File: config.mk
export PLATFORM = sky130hd
export DESIGN_NAME = halfword_store_rmw
export DESIGN_NICKNAME = d
export VERILOG_FILES = /design/src/rtl/halfword_store_rmw_pkg.sv /design/src/rtl/halfword_merge.sv /design/src/rtl/halfword_store_rmw.sv
export SDC_FILE = /design/constraint.sdc
export NUM_CORES = 1
export LEC_CHECK = 0
export ABC_AREA = 0
export CORE_MARGIN = 1
export CORE_UTILIZATION = 41
export CTS_CLUSTER_SIZE = 10
export DETAILED_ROUTE_END_ITERATION = 10
export PLACE_DENSITY = 0.8
export SKIP_LAST_GASP = 1
export SYNTH_ARGS = -nofsm -noshare
export SYNTH_HDL_FRONTEND = slang
export SYNTH_SLANG_ARGS = --single-unit
File: constraint.sdc
create_clock -name clk -period 2.9 [get_ports clk]
set_input_delay 0.58 -clock clk [delete_from_list [all_inputs] [get_ports clk]]
set_output_delay 0.58 -clock clk [all_outputs]
set_load 0.05 [all_outputs]
File: src/rtl/halfword_store_rmw_pkg.sv
// Shared types and constants for the halfword store read-modify-write engine.
// Holds the controller state encoding and the data-path widths.
package halfword_store_rmw_pkg;

  localparam int WORD_W = 32;
  localparam int HALF_W = 16;

  typedef enum logic [2:0] {
    IDLE,
    RD,
    WR,
    DONE,
    ERR
  } fsmState;

  // Halfwords need 2-byte alignment, words need 4-byte alignment.
  function automatic logic isMisaligned(input logic [1:0] addrLsb, input logic half);
    return half ? addrLsb[0] : (addrLsb != 2'b00);
  endfunction

endpackage

File: src/rtl/halfword_merge.sv
// Little-endian halfword insertion into a 32-bit word.
// sel = 0 replaces the low halfword, sel = 1 replaces the high halfword.
module halfword_merge
  import halfword_store_rmw_pkg::*;
(
  input  logic [WORD_W-1:0] word,
  input  logic [HALF_W-1:0] halfWord,
  input  logic              sel,
  output logic [WORD_W-1:0] merged
);

  assign merged = sel ? {halfWord, word[HALF_W-1:0]}
                      : {word[WORD_W-1:HALF_W], halfWord};

endmodule

File: src/rtl/halfword_store_rmw.sv
// Store engine: word stores write straight through, halfword stores read the
// containing word, merge the new halfword in and write the result back.
module halfword_store_rmw
  import halfword_store_rmw_pkg::*;
(
  input  logic              clk,
  input  logic              reset,
  input  logic              req_valid,
  output logic              req_ready,
  input  logic [WORD_W-1:0] addr,
  input  logic              isHalf,
  input  logic [HALF_W-1:0] halfWord,
  input  logic [WORD_W-1:0] wordData,
  output logic [WORD_W-1:0] mem_addr,
  output logic              mem_rd,
  input  logic [WORD_W-1:0] mem_rdata,
  input  logic              mem_rvalid,
  output logic              mem_wr,
  output logic [WORD_W-1:0] mem_wdata,
  input  logic              mem_wready,
  output logic              done,
  output logic              busy,
  output logic              misaligned
);

  fsmState             state;
  fsmState             nextState;
  logic                accept;
  logic                reqMisaligned;
  logic                selHiQ;
  logic [HALF_W-1:0]   halfWordQ;
  logic [WORD_W-1:0]   mergedWord;

  assign accept        = req_valid && req_ready;
  assign reqMisaligned = isMisaligned(addr[1:0], isHalf);

  // NOTE: sequential state uses non-blocking assignments so every register
  // samples the pre-edge values of the others, regardless of block order.
  always_ff @(posedge clk or posedge reset) begin
    if (reset) state <= IDLE;
    else       state <= nextState;
  end

  // NOTE: nextState gets its default before the case so no path leaves it
  // unassigned, which would otherwise infer a latch.
  always_comb begin
    nextState = state;
    unique case (state)
      IDLE: begin
        if (accept) begin
          if (reqMisaligned) nextState = ERR;
          else if (isHalf)   nextState = RD;
          else               nextState = WR;
        end
      end
      RD:      if (mem_rvalid) nextState = WR;
      WR:      if (mem_wready) nextState = DONE;
      DONE:    nextState = IDLE;
      ERR:     nextState = IDLE;
      default: nextState = IDLE;
    endcase
  end

  // Request capture: lane select and halfword feed the merge; the word address
  // and word data live directly in the memory-side registers.
  always_ff @(posedge clk or posedge reset) begin
    if (reset) begin
      selHiQ    <= 1'b0;
      halfWordQ <= '0;
    end else if (accept) begin
      selHiQ    <= addr[1];
      halfWordQ <= halfWord;
    end
  end

  halfword_merge uMerge (
    .word     (mem_rdata),
    .halfWord (halfWordQ),
    .sel      (selHiQ),
    .merged   (mergedWord)
  );

  // Memory address/data only move when an access is being launched or the
  // read data arrives, so they hold their last values in all other states.
  always_ff @(posedge clk or posedge reset) begin
    if (reset) begin
      mem_addr  <= '0;
      mem_wdata <= '0;
    end else if (accept && !reqMisaligned) begin
      mem_addr <= {addr[WORD_W-1:2], 2'b00};
      if (!isHalf) mem_wdata <= wordData;
    end else if (state == RD && mem_rvalid) begin
      mem_wdata <= mergedWord;
    end
  end

  // Strobes decode straight from the state so reset removes them immediately.
  assign mem_rd     = (state == RD);
  assign mem_wr     = (state == WR);
  assign done       = (state == DONE);
  assign misaligned = (state == ERR);
  assign req_ready  = (state == IDLE);
  assign busy       = (state != IDLE);

endmodule

# After elaboration in Yosys (flattened, before gate mapping)
# Cells that the tools add are included.
# W data, S select, Z words.
[word_totals] register_bits=82 output_inout_bits=70 wordCells=34
[op_classes] n_reduce_logical=10 eq_ne=8 mux=11
[op_table] cell="$mux W32" n=4
[op_table] cell="$mux W3" n=4
[op_table] cell="$pmux W3 S3" n=1
[op_table] cell="$eq A3 B2 Y1 const B" n=2
[op_table] cell="$ne A2 B1 Y1 const B" n=3
[op_table] cell="$reduce_bool A2 Y1" n=2
[op_table] cell="$eq A3 B1 Y1 const B" n=1
[op_table] cell="$eq A3 B3 Y1 const B" n=1
[op_table] cell="$logic_and A1 B1 Y1" n=3
[op_table] cell="$logic_not A3 Y1" n=1
[op_table] cell="$reduce_and A3 Y1" n=1
[op_table] cell="$reduce_bool A3 Y1" n=1
[op_table] cell="$mux W2" n=1
[op_table] cell="$ne A2 B2 Y1 const B" n=1
[op_table] cell="$reduce_and A2 Y1" n=1
[op_table] cell="$logic_not A1 Y1" n=1
[op_table] cell="$mux W1" n=1

# Depth between registers and ports, before layout
# Gate-level depths: netlist of the first run.
[logic_depth] word_depth=6 mapped_depth=6

# Hierarchy
# Synthesis of the first run repeated with hierarchy kept, for this count alone.
[hier_totals] hier_cells=269 hier_area_um2=4136.5
[by_module_without_submodules] mod="halfword_store_rmw" cells_each=233 seq_area_each_um2=2052.0 area_each_um2=3592.2 instances=1
[by_module_without_submodules] mod="halfword_merge" cells_each=36 seq_area_each_um2=0.0 area_each_um2=544.3 instances=1

# Worst setup path before layout of the first run
# OpenSTA, ideal clock, no wires.
[synth_path] path_type="flip-flop to output port" start="register state[1]" end="output busy" path_buffers=1 t_arrival_ps=2319 path_slack_ps=1 path_stages_with_launch=4 path_cell_list="dfrtp_1 > clkbuf_1 > nor3_1 > inv_1"
[synth_between] elab_chain_len=1
[synth_lines] item="start: declaration" line_no="halfword_store_rmw.sv:26" rtl="fsmState state;"
[synth_lines] item="start signal: assignment" line_no="halfword_store_rmw.sv:41" rtl="else state <= nextState;"
[synth_lines] item="$reduce_bool A3 Y1" line_no="halfword_store_rmw.sv:103" rtl="assign busy = (state != IDLE);"
[synth_lines] item="end: declaration" line_no="halfword_store_rmw.sv:22" rtl="output logic busy,"
# No other way between the ends.

# Worst setup path in the final report of the first run
[layout_path] start="register state[1]" end="output req_ready"
[layout_between] elab_chain_len=1
[layout_lines] item="$logic_not A3 Y1" line_no="halfword_store_rmw.sv:102" rtl="assign req_ready = (state == IDLE);"
[layout_lines] item="end: declaration" line_no="halfword_store_rmw.sv:9" rtl="output logic req_ready,"
# No other way between the ends.

==> run metrics, run 1 <==
CTS tree built; Final Util 0.662; max-slew violation count 0; Setup CP Type flop to output port; Yosys reg bits approximately 80; TNS Setup 0 ns; non-filler cells, final 587; VDD IR-drop max between 0.7 and 0.8 mV; WHS Path Cells 1; first drt pass iteration count 4; Filler Cells Inserted 736; outcome finished clean; Die ar. slightly above 0.01 mm^2; io pins ~190; Pleak between 2 and 2.5 nW; CP arrival between 2 and 2.5 ns; grt total ovfl 0; Syn-to-layout area delta 55.1%; Top delay family on crit path buffers and inverters; total CTS buffers 9; Period minus WS final approximately 2.6 ns; initial core utilization 0.427; Slew HR 0.630; CP Capture Type output port; critical-path cell list nor3_1, clkdlybuf4s50_1; # diodes 0; Tot Pwr 7.41 mW; RSZ-0062 raised after global routing no; HP Class flop to flop; Final Skew ~0.0092 ns; Synthesis Warnings 0; initial antenna violation count 0; area occupied by multi-input gates between 0.0015 and 0.002 mm^2; DP Wirelength around 6900 um; Final Cycle Share 0.900; fraction of layout cells with a size suffix above 1 0.371; cell depth of the worst flop-to-flop path 5; global-route wire length before repair 15,400 um; startpoint class of the critical path flop; Resized Gates After CTS 0; dominant cells by area after synthesis dfrtp_1 52%, mux2_2 40%, buf_6 1.7%; die span in y between 100 and 150 um; hold buffer count at cts 0; Clock Path Buffers 2; worst-path fanout max 11; part of the Yosys area used for sequential elements 0.515; core area roughly 0.0093 mm^2; final setup vio count 0; WP depth 2; pwr dens about 1200 mW/mm^2; Placed Cells roughly 570; syn_area_per_cell roughly 15 um^2; Detailed Route WL 9670 um; GPL Wtd Cong ~0.78; Num Clock Sinks 82; worst endpoint required time approximately 2.3 ns; via/cell ratio approximately 5; DRC violation count after routing 0; vias in the first global route 3,131; Post-Synthesis Cells 269; min-delay src mem_wdata[30]; clk slew on worst S/H paths 0.08 ns; std cell rows 35; initial DRC count between 40 and 50; CTS H-Tree Depth 3; Crit. Startpoint state[1]; GRT Total Usage 0.201; Post-DRT Antenna Nets 0; average wire per standard cell between 15 and 20 um; WP buf/inv 1; # port buffers between 150 and 200; CP max-delay cell clkdlybuf4s50_1; die width 101 um; largest area contributor in the netlist dfrtp_1; Reg area between 0.002 and 0.0025 mm^2; worst skew pair latency between 0.3 and 0.4 ns; final hold viol count 0; Mapped Area about 0.0040 mm^2; DR vias just under 3,000; largest net degree at the start of global routing between 80 and 90; Root Buffer clkbuf_8; Max-Cap Viols 0; Max stage delay on crit path about 0.86 ns; Synth cell types 23; setup bufs post-CTS 0; Hold Slack about 0.51 ns; Synth top area share 0.515; Final nets around 570; Fmax achieved between 300 and 400 MHz; RR Startpoint state[1]; Slew @ Worst Pin roughly 0.55 ns
==> kinds of logic (layout without fill, tap and decap cells) <==
| group | Yosys count | after routing | synth area share |
|---|---|---|---|
| flip-flops | 82 | 82 | 0.515 |
| multiplexers | 143 | 143 | 0.404 |
| AND/OR/NAND/NOR | 16 | 16 | 0.0339 |
| AO/OA/AOI/OAI | 6 | 6 | 0.0113 |
| buffers and inverters | 21 | 209 | 0.0342 |
| other | 1 | 2 | 0.000942 |
==> cell usage after synthesis, drive strengths merged <==
library cell,count
or4,1
nor2b,2
nor3b,5
o21a,1
nor3,2
nand2,1
dfrtp,82
a211oi,1
nor4b,1
nand3b,1
conb,1
and3b,1
buf,12
nand2b,1
or2,1
o21bai,2
clkbuf,7
mux2,143
a21oi,2
inv,2
==> per-stage QoR <==
stage / instance area [um^2] / setup slack, ns
3_3_place_gp: 5960 / 0.238
2_1_floorplan: 3990 / 0.000654
6_report: 6180 / 0.290
5_1_grt: 6180 / 0.168
3_5_place_dp: 5960 / 0.191
4_1_cts: 6180 / 0.253
==> path summary, 6_finish.rpt <==
| check | end | slack [ns] |
|---|---|---|
| min in group asynchronous | mem_addr[7] | 0.63 |
| hold reg to reg | mem_wdata[30] | 0.51 |
| setup / recovery | req_ready | 0.29 |
| hold / removal | mem_wdata[30] | 0.51 |
| max in group asynchronous | mem_addr[15] | 1.90 |
| setup reg to reg | mem_wdata[1] | 0.60 |
==> metal layers <==
| layer | vias to the layer above | global-route usage | routed length, um |
|---|---|---|---|
| met3 | 9 | 0.0902 | 1080 |
| met5 | - | 0 | 0 |
| li1 | 1335 | - | - |
| met4 | 0 | 0.0702 | 104 |
| met1 | 1407 | 0.231 | 3900 |
| met2 | 131 | 0.332 | 4580 |
==> sequential cells by signal, indices dropped and copies added, names as in the netlist <==
register	count
state	3
mem_addr	30
halfWordQ	16
selHiQ	1
mem_wdata	32
==> where the power goes <==
part           internal [mW]  switching [mW]
logic                   1.96            2.50
clock network          0.448           0.417
registers               1.72           0.363
total                   4.13            3.28
==> layout make-up <==
type	instances	area share
clock buffers	11	0.0245
clock inverters	5	0.0101
inverters	2	0.00142
flip-flops and latches	82	0.332
repair buffers	191	0.313
well taps	129	0.0261
multi-input cells	167	0.292
==> placed cells by master (no fill, tap or decap) <==
| cell | count |
|---|---|
| a211oi_4 | 1 |
| a21oi_1 | 2 |
| and3b_1 | 1 |
| buf_12 | 3 |
| buf_4 | 3 |
| bufinv_16 | 1 |
| clkbuf_8 | 11 |
| clkdlybuf4s50_1 | 185 |
| clkinv_2 | 1 |
| clkinv_4 | 2 |
| clkinvlp_4 | 2 |
| conb_1 | 2 |
| dfrtp_1 | 82 |
| inv_1 | 1 |
| mux2_2 | 143 |
| nand2_1 | 1 |
| nand2b_1 | 1 |
| nand3b_1 | 1 |
| nor2b_1 | 2 |
| nor3_1 | 2 |
| nor3b_1 | 4 |
| nor3b_4 | 1 |
| nor4b_4 | 1 |
| o21a_1 | 1 |
| o21bai_1 | 2 |
| or2_2 | 1 |
| or4_1 | 1 |
Note: power is estimated with default switching activity, not from simulation.
==> run 2, diff against run 1 <==
- SLEW_MARGIN: not set -> 20
==> results of run 2 <==
Final layout, timing and power as in run 1 (identical DEF).
==> run 3, diff against run 2 <==
- CTS_BUF_LIST: not set -> sky130_fd_sc_hd__clkbuf_16
==> run metrics, run 3 (synthesized netlist as in run 1, its figures left out) <==
Largest Register mem_wdata; GRT Total Usage 0.201; CP Capture Type output port; initial DRC count 44; max reg flops 32; CTS H-Tree Depth 3; TNS Setup 0 ns; Clock Path Buffers 2; worst-path fanout max 11; Final Skew roughly 0.0075 ns; total CTS buffers 9; startpoint class of the critical path flop; CTS tree built; worst endpoint required time between 2 and 2.5 ns; initial core utilization 0.427; final setup vio count 0; average wire per standard cell between 15 and 20 um; die width 101 um; via/cell ratio just under 5; # diodes 0; GPL Wtd Cong 0.784; io pins roughly 190; largest net degree at the start of global routing 83; Final Cycle Share 0.893; Resized Gates After CTS 0; DRC violation count after routing 0; Slew HR 0.642; Filler Cells Inserted approximately 730; DP Wirelength approximately 7000 um; Num Clock Sinks 82; DR vias about 2,900; Fmax achieved approximately 390 MHz; std cell rows 35; largest registers mem_wdata (32), mem_addr (30), halfWordQ (16); max-slew violation count 0; HP Class flop to flop; # port buffers 185; Max-Cap Viols 0; Pleak ~2.5 nW; die span in y just over 100 um; worst skew pair latency about 0.33 ns; Setup CP Type flop to output port; fraction of layout cells with a size suffix above 1 0.367; VDD IR-drop max 0.777 mV; global-route wire length before repair around 15,000 um; setup bufs post-CTS 0; Period minus WS final approximately 2.6 ns; Setup WS pre-CTS ~0.19 ns; grt total ovfl 0; Post-DRT Antenna Nets 0; RSZ-0062 raised after global routing no; hold buffer count at cts 0; outcome finished clean; pwr dens 1220 mW/mm^2; commonest non-fill, non-tap cell in the layout clkdlybuf4s50_1; core area between 0.009 and 0.01 mm^2; most frequent cells in the layout 185 x clkdlybuf4s50_1, 143 x mux2_2, 82 x dfrtp_1; final hold viol count 0; Slew @ Worst Pin between 0.5 and 0.6 ns; Syn-to-layout area delta 57.1%; first drt pass iteration count 4; initial antenna violation count 0; Final Util 0.671; Root Buffer clkbuf_16; Detailed Route WL 9670 um; Hold Slack 0.503 ns; Final nets ~570; vias in the first global route 3,141; Die ar. roughly 0.01 mm^2; CP arrival roughly 2.0 ns; final worst slack between 0.3 and 0.4 ns; clk slew on worst S/H paths 0.06 ns
==> run 3: cell types whose count changed in the layout (fill, tap and decap cells not counted) <==
cell       delta
clkbuf_8     -11
clkbuf_16     +9
clkinv_1      +2
==> run 3: final timing paths <==
check	start	endpoint	slack (ns)	depth (start not counted)
worst max-delay path	state[1]	req_ready	0.31	2
worst min-delay path	mem_wdata[30]	mem_wdata[30]	0.50	1
worst max register to register	state[1]	mem_wdata[1]	0.60	5
worst min register to register	mem_wdata[30]	mem_wdata[30]	0.50	1
max in group asynchronous	reset	mem_wdata[6]	1.87	3
min in group asynchronous	reset	mem_addr[10]	0.66	3
==> run 3: layer usage <==
metal  part of all wire  wire (um)  vias to the layer above  GRT usage
met4              0.010        100                        0     0.0669
met3               0.11       1080                        9     0.0867
met1               0.40       3910                     1398      0.229
li1                   -          -                     1338          -
met5                  0          0                        -          0
met2               0.47       4580                      131      0.338
==> run 3: through the flow <==
stage / instance area, um^2 / cells / power [mW]
detailed placement: 5960 / 571 / 6.60
finish: 6260 / 587 / 7.65
global route: 6260 / 587 / 8.05
global placement: 5960 / 571 / 6.51
floorplan: 3990 / 270 / 5.15
CTS: 6260 / 587 / 7.75
==> run 3: power breakdown <==
group	internal [mW]	switching, mW	leakage, nW
combinational	1.96	2.49	1.37
clock	0.664	0.449	0.137
sequential	1.73	0.362	0.977
total	4.35	3.30	2.48
==> run 3: area by class of cell <==
class                   count  area (um^2)  share of cell area
well taps                 129          161              0.0258
flip-flops and latches     82         2050               0.328
multi-input cells         167         1810               0.289
repair buffers            191         1930               0.309
clock inverters             7         70.1              0.0112
clock buffers               9          225              0.0360
inverters                   2         8.76             0.00140
==> run 3: critical path, stage by stage, from the launching register on <==
cell and delay, ns:
dfrtp_1 0.52, nor3_1 0.30, clkdlybuf4s50_1 0.86
